**src/rtl/mem_arbiter.sv**
```systemverilog
// mem_arbiter: round-robin arbiter sharing one mem_system port; req_i->done_o in 2 cycles minimum, WAIT aborts after TIMEOUT cycles.
// Requesters hold req_i until their done_o pulse; one access is in flight at a time and all others wait in IDLE arbitration.
module mem_arbiter #(
  parameter int NUM_REQ = 3,
  parameter int ADDR_W  = 32,
  parameter int DATA_W  = 32,
  parameter int TIMEOUT = 1023
) (
  input  logic                        clk,
  input  logic                        rst,
  input  logic [NUM_REQ-1:0]          req_i,
  input  logic [NUM_REQ-1:0]          wr_i,
  input  logic [NUM_REQ*ADDR_W-1:0]   addr_i,
  input  logic [NUM_REQ*DATA_W-1:0]   wdata_i,
  output logic [NUM_REQ-1:0]          done_o,
  output logic [NUM_REQ-1:0]          err_o,
  output logic [DATA_W-1:0]           rdata_o,
  output logic                        hit_o,
  output logic                        mem_req,
  output logic                        mem_wr,
  output logic [ADDR_W-1:0]           mem_addr,
  output logic [DATA_W-1:0]           mem_data_in,
  input  logic                        mem_done,
  input  logic [DATA_W-1:0]           mem_data_out,
  input  logic                        mem_hit,
  output logic                        busy_o,
  output logic [$clog2(NUM_REQ)-1:0]  grant_o
);

  localparam int GRANT_W = $clog2(NUM_REQ);
  localparam int CNT_W   = $clog2(TIMEOUT + 1);

  typedef enum logic [1:0] {IDLE, ISSUE, WAIT, DONE} state_t;

  typedef struct packed {
    logic              wr;
    logic [ADDR_W-1:0] addr;
    logic [DATA_W-1:0] wdata;
  } req_t;

  state_t             state, state_nxt;
  logic [GRANT_W-1:0] ptr;
  logic [GRANT_W-1:0] sel_idx;
  logic               sel_vld;
  req_t               sel_req;
  req_t               lat;
  logic [CNT_W-1:0]   wait_cnt;
  logic               err_q;
  logic               load, capture, timeout, cnt_clr, cnt_inc;

  function automatic logic [GRANT_W-1:0] wrap_idx(input logic [GRANT_W-1:0] base, input int off);
    int s;
    s = int'(base) + off;
    if (s >= NUM_REQ) s = s - NUM_REQ;
    return GRANT_W'(s);
  endfunction

  // Walk offsets from the far end so the nearest requester after ptr is the final winner.
  always_comb begin
    sel_vld = 1'b0;
    sel_idx = '0;
    for (int i = NUM_REQ; i >= 1; i--) begin
      if (req_i[wrap_idx(ptr, i)]) begin
        sel_vld = 1'b1;
        sel_idx = wrap_idx(ptr, i);
      end
    end
  end

  always_comb begin
    sel_req.wr    = wr_i[sel_idx];
    sel_req.addr  = addr_i[int'(sel_idx)*ADDR_W +: ADDR_W];
    sel_req.wdata = wdata_i[int'(sel_idx)*DATA_W +: DATA_W];
  end

  always_ff @(posedge clk) begin
    if (rst) state <= IDLE;
    else     state <= state_nxt;
  end

  always_comb begin
    state_nxt = state;
    load      = 1'b0;
    capture   = 1'b0;
    timeout   = 1'b0;
    cnt_clr   = 1'b0;
    cnt_inc   = 1'b0;
    case (state)
      IDLE: begin
        if (sel_vld) begin
          load      = 1'b1;
          state_nxt = ISSUE;
        end
      end
      ISSUE: begin
        cnt_clr = 1'b1;
        if (mem_done) begin
          capture   = 1'b1;
          state_nxt = DONE;
        end else begin
          state_nxt = WAIT;
        end
      end
      WAIT: begin
        // A response on the final allowed WAIT cycle still wins over the abort.
        if (mem_done) begin
          capture   = 1'b1;
          state_nxt = DONE;
        end else if (wait_cnt >= CNT_W'(TIMEOUT - 1)) begin
          timeout   = 1'b1;
          state_nxt = DONE;
        end else begin
          cnt_inc = 1'b1;
        end
      end
      DONE:    state_nxt = IDLE;
      default: state_nxt = IDLE;
    endcase
  end

  always_ff @(posedge clk) begin
    if (rst) begin
      ptr      <= GRANT_W'(NUM_REQ - 1);
      grant_o  <= '0;
      lat      <= '0;
      wait_cnt <= '0;
      err_q    <= 1'b0;
      rdata_o  <= '0;
      hit_o    <= 1'b0;
    end else begin
      if (load) begin
        ptr     <= sel_idx;
        grant_o <= sel_idx;
        lat     <= sel_req;
      end
      if (cnt_clr) begin
        wait_cnt <= '0;
      end else if (cnt_inc && wait_cnt != '1) begin
        wait_cnt <= wait_cnt + 1'b1;
      end
      if (capture) begin
        rdata_o <= mem_data_out;
        hit_o   <= mem_hit;
      end else if (timeout) begin
        rdata_o <= '0;
        hit_o   <= 1'b0;
      end
      if (capture || timeout) err_q <= timeout;
    end
  end

  always_comb begin
    mem_req     = (state == ISSUE);
    mem_wr      = lat.wr;
    mem_addr    = lat.addr;
    mem_data_in = lat.wdata;
    busy_o      = (state != IDLE);
    done_o      = (state == DONE) ? (NUM_REQ'(1) << grant_o) : '0;
    err_o       = err_q ? done_o : '0;
  end

endmodule

```
**config.mk**
```make
export PLATFORM = sky130hd
export DESIGN_NAME = mem_arbiter
export DESIGN_NICKNAME = d
export VERILOG_FILES = /design/src/rtl/mem_arbiter.sv
export SDC_FILE = /design/constraint.sdc
export NUM_CORES = 1
export LEC_CHECK = 0
export CELL_PAD_IN_SITES_DETAIL_PLACEMENT = 1
export CELL_PAD_IN_SITES_GLOBAL_PLACEMENT = 1
export CORE_UTILIZATION = 23
export CTS_BUF_LIST = sky130_fd_sc_hd__clkbuf_16
export DETAILED_ROUTE_END_ITERATION = 10
export PLACE_DENSITY = 0.79
export SETUP_SLACK_MARGIN = 0.05
export SYNTH_ARGS = -nofsm -noshare
export SYNTH_HDL_FRONTEND = slang
export SYNTH_SLANG_ARGS = --single-unit
```
**constraint.sdc**
```tcl
create_clock -name clk -period 2.31 [get_ports clk]
set_input_delay 0.462 -clock clk [delete_from_list [all_inputs] [get_ports clk]]
set_output_delay 0.462 -clock clk [all_outputs]
set_load 0.02 [all_outputs]
```
---- Word level (Yosys, flattened, before mapping) ----
Cells that the tools add are included.
word-level totals
  flip-flop bits (word level) ............. 115
  word-level logic and storage cells ...... 81
  output and inout port bits .............. 108
operators by class
  eq/ne operators ......................... 6
  reduce and logical (&&, ||, !) cells .... 8
  multiplexer cells ....................... 39
  $add $sub $neg .......................... 7
  order comparisons ....................... 8
  shift operators ......................... 3
operators by type and width
  kind                                                  count
  indexed part select 96 x 8 -> 32 bit                  2
  two-way mux 32 bit                                    2
  two-way mux 1 bit                                     21
  two-way mux 2 bit                                     9
  < comparator 2 x 3 -> 1 bit (second input constant)   4
  adder 10 x 1 -> 10 bit (second input constant)        1
  >= comparator 10 bit (second input constant)          1
  inequality test 10 bit (second input constant)        1
  >= comparator 3 x 2 -> 1 bit (second input constant)  3
  binary-select mux 1 bit (select 2 bit)                4
  one-hot mux 2 bit (4 select lines)                    1
  adder 2 x 2 -> 3 bit (second input constant)          2
  two-way mux 3 bit                                     2
  subtractor 2 bit (second input constant)              3
  == test 2 bit (second input constant)                 2
  nonzero test 2 bit                                    2
  OR reduction 2 bit                                    2
  adder 2 x 1 -> 3 bit (second input constant)          1
  inequality test 3 bit (second input constant)         1
  << shifter 1 x 2 -> 3 bit (first input constant)      1
  == test 2 x 1 -> 1 bit (second input constant)        1
  zero test 2 bit                                       1
  inequality test 2 bit (second input constant)         1
  AND reduction 2 bit                                   1
  2 further kinds                                       2

---- Logic depth before layout (Yosys ltp) ----
  depth after elaboration ................. 10
  mapped depth ............................ 11
  mapped depth without buffers ............ 7

---- Worst setup path before layout ----
Ideal clock, no wire load.
  path kind ............................... register to register
  start ................................... reg, netlist name grant_o[0]
  end ..................................... reg lat, in the netlist mem_data_in[0]
  path slack .............................. 81 ps
  arrival time ............................ 2159 ps
  path buffers ............................ 3
  cell stages (with the launch flop) ...... 11
  required time ........................... 2240 ps
  cells stage by stage .................... dfxtp_1 -> inv_1 -> ha_1 -> buf_2 -> mux2_1 -> a22oi_1 -> a21oi_2 -> nor2_2 -> buf_6 -> buf_6 -> o2bb2ai_1
RTL lines
  what                    RTL line  text
  end signal: assignment  134       lat <= sel_req;
  end: declaration        46        req_t lat;

==> results.txt <==
Clock Tree Buf Depth = 2
number of distinct library cells after synthesis = 47
hold_buf cts = 0
first-pass detailed-route iteration total = 5
Post-synth EDFFs = 0
GRT Max-Usage Layer = met2
Worst Slack Setup Final = 0.0298 ns
Worst EP arrival = 2.58 ns
CP required = 2.61 ns
GRT overflow = 0
WS Path Type = reg -> reg
largest area contributor in the netlist = dfxtp_1
mapped cell area = 5480 um^2
Fmax = 439 MHz
Die X = 156 um
Post-Place Cell Area = 9480 um^2
CTS tree = built
vias = 6365
Final Max Slew Viols = 0
TritonCTS sink count = 114
Worst-Margin Slew = 0.418 ns
area of the multi-input gates = 3110 um^2
GRT Resource Usage Total = 0.195
PD cells = 1410 nW/um^2
row count = 56
Worst-path clk slew = 0.06 ns
antenna-violating nets left = 0
top-count cell post-synth = dfxtp_1
CTS buffer count = 17
CP startpoint kind = flip-flop
area grow syn2layout = 91.6%
Final HPWL DP = 17700 um
drt initial violations = 296
starting density of the core = 0.234
hold_ws = 0.464 ns
layout cells sized above 1 = 0.151
fill cell count = 2690
# setup viols final = 0
Die Footprint = 24400 um^2
Yosys reg bits = 114
yosys warns = 0
Post-Layout Cell Count = 1289
Register Area = 2290 um^2
post-route minimum period = 2.28 ns
Synth area leaders = dfxtp_1, o2bb2ai_1, a211oi_1
# diodes = 0
met1 Use GR = 0.243
Hold Crit Class = reg -> reg
H-tree levels = 4
clk root buf = clkbuf_16
DP Cell Count = 1244
sequential-to-total area share from yosys stat = 0.417
crit path cell chain = buf_4, ha_2, mux2_1, a211o_4, clkbuf_16, and3_1, a211oi_1, o2bb2ai_1
Tcrit/Tclk final = 0.987
Async SR Flop Fraction = 0
Worst Setup End Kind = flip-flop
slowest CP cell = mux2_1
vias in the first global route = 6579
gp weighted congestion = 0.818
clk_skew = 0.0117 ns
die height = 156 um
status = finished, final reports clean
first-pass GRT wire length = 36700 um
# nets final = 1200
average cell area after synthesis = 8.97 um^2
CP Max Fanout = 28
DR WL/cell = 20.5 um
top_reg_cell synth = dfxtp_1
met3 usage = 0.0429
max_cap viols = 0
slew margin rel. = 0.720
post-place setup slack = -0.168 ns
peak supply drop = 0.505 mV
# DRC = 0
design area = 10500 um^2
final hold violations = 0
largest net degree at the start of global routing = 57
RSZ-0062 raised after global routing = yes
Core ar. = 23400 um^2
global-route track usage on met2 = 0.327
share of the synthesized area in the top cell type = 0.417
worst skew pair latency = 0.41 ns
top post-synthesis cells by count = dfxtp_1, a211oi_1, and3_1, o2bb2ai_1, o21ai_0
leakage = 3.86 nW
Post-Synthesis Cells = 611
via/cell ratio = 4.94
port bufs = 341
post-synth net total = 854
max incr delay on CP = 0.36 ns
initial antenna violation count = 0
total I/O pin count = 342
final core utilization = 0.449
final WL = 26400 um
-- cell type report --
cell class,instances,share of cell area
Timing Repair Buffer,394,0.392
Tap cell,319,0.0380
Multi-Input combinational cell,423,0.296
Clock inverter,15,0.0130
Sequential cell,114,0.218
Inverter,7,0.00250
Clock buffer,17,0.0405
-- power breakdown --
part | internal (mW) | switching [mW] | total [mW]
Combinational | 4.28 | 4.83 | 9.11
Sequential | 2.71 | 0.442 | 3.16
Clock | 1.49 | 1.06 | 2.55
-- state kept, by name, summed over array words and instances, names as in the netlist --
register and count:
err_q 1, grant_o 2, hit_o 1, mem_addr 32, mem_data_in 32, mem_wr 1
ptr 1, rdata_o 32, state 2, wait_cnt 10
-- worst max-delay path: cells and delay by family, from the launching register on --
| kind | cells | cell delay [ns] |
|---|---|---|
| mux | 1 | 0.36 |
| flops | 1 | 0.33 |
| simple gates | 1 | 0.19 |
| buf+inv | 2 | 0.37 |
| compound gates | 3 | 0.70 |
| fa+ha+maj | 1 | 0.20 |
-- metrics by stage --
stage	TNS [ns]	power [mW]
3_5_place_dp	-7.44	11.2
3_3_place_gp	-3.69	11.0
5_1_grt	-0.102	15.6
2_1_floorplan	0	7.44
6_report	0	14.8
4_1_cts	0	13.9
-- cell usage in the layout, fill, tap and decap left out, drive strengths merged, types with 2 or more instances in the layout --
master,netlist,final
a211o,2,2
a211oi,69,69
a21oi,5,5
a22oi,34,34
a31oi,4,4
a32oi,2,2
and2,4,4
and3,66,66
and4,2,2
buf,22,47
clkbuf,45,23
clkdlybuf4s50,0,334
clkinv,0,8
clkinvlp,0,4
dfxtp,114,114
dlygate4sd2,0,6
ha,9,9
inv,7,9
mux2,3,3
mux2i,3,3
nand2,7,7
nand2b,5,5
nand3,2,2
nand4,3,3
nor2,49,49
nor2b,3,3
o21ai,67,67
o2bb2ai,65,65
or2,2,2
xor2,5,5
-- routing by layer --
| metal | vias up | part of all wire |
|---|---|---|
| met5 | - | 0 |
| met4 | 0 | 0.025 |
| met3 | 45 | 0.057 |
| met2 | 222 | 0.49 |
| met1 | 3088 | 0.43 |
| li1 | 3010 | - |
-- worst paths after layout --
kind	from	end	slack, ns	cells past startpoint
worst max-delay path	grant_o[0]	mem_data_in[11]	0.03	8
worst max register to register	grant_o[0]	mem_data_in[11]	0.03	8
worst min-delay path	mem_addr[23]	mem_addr[23]	0.46	1
worst min register to register	mem_addr[23]	mem_addr[23]	0.46	1
-- logic make-up after synthesis --
kind of cell / Yosys count / synth area share
compound gates: 251 / 0.328
flops: 114 / 0.417
xor+xnor: 6 / 0.00959
mux: 6 / 0.0116
fa+ha+maj: 9 / 0.0206
simple gates: 151 / 0.150
buf+inv: 74 / 0.0635
-- repair_timing --
| action | in CTS | in global routing |
|---|---|---|
| gates resized for setup | 13 | 61 |
| gates cloned | 0 | 8 |
| pin swaps | 0 | 12 |
| setup buffers | 0 | 5 |
| setup endpoints to repair | 58 | 68 |
| hold endpoints to repair | 0 | 0 |
Note: power is estimated with default switching activity, not from simulation.
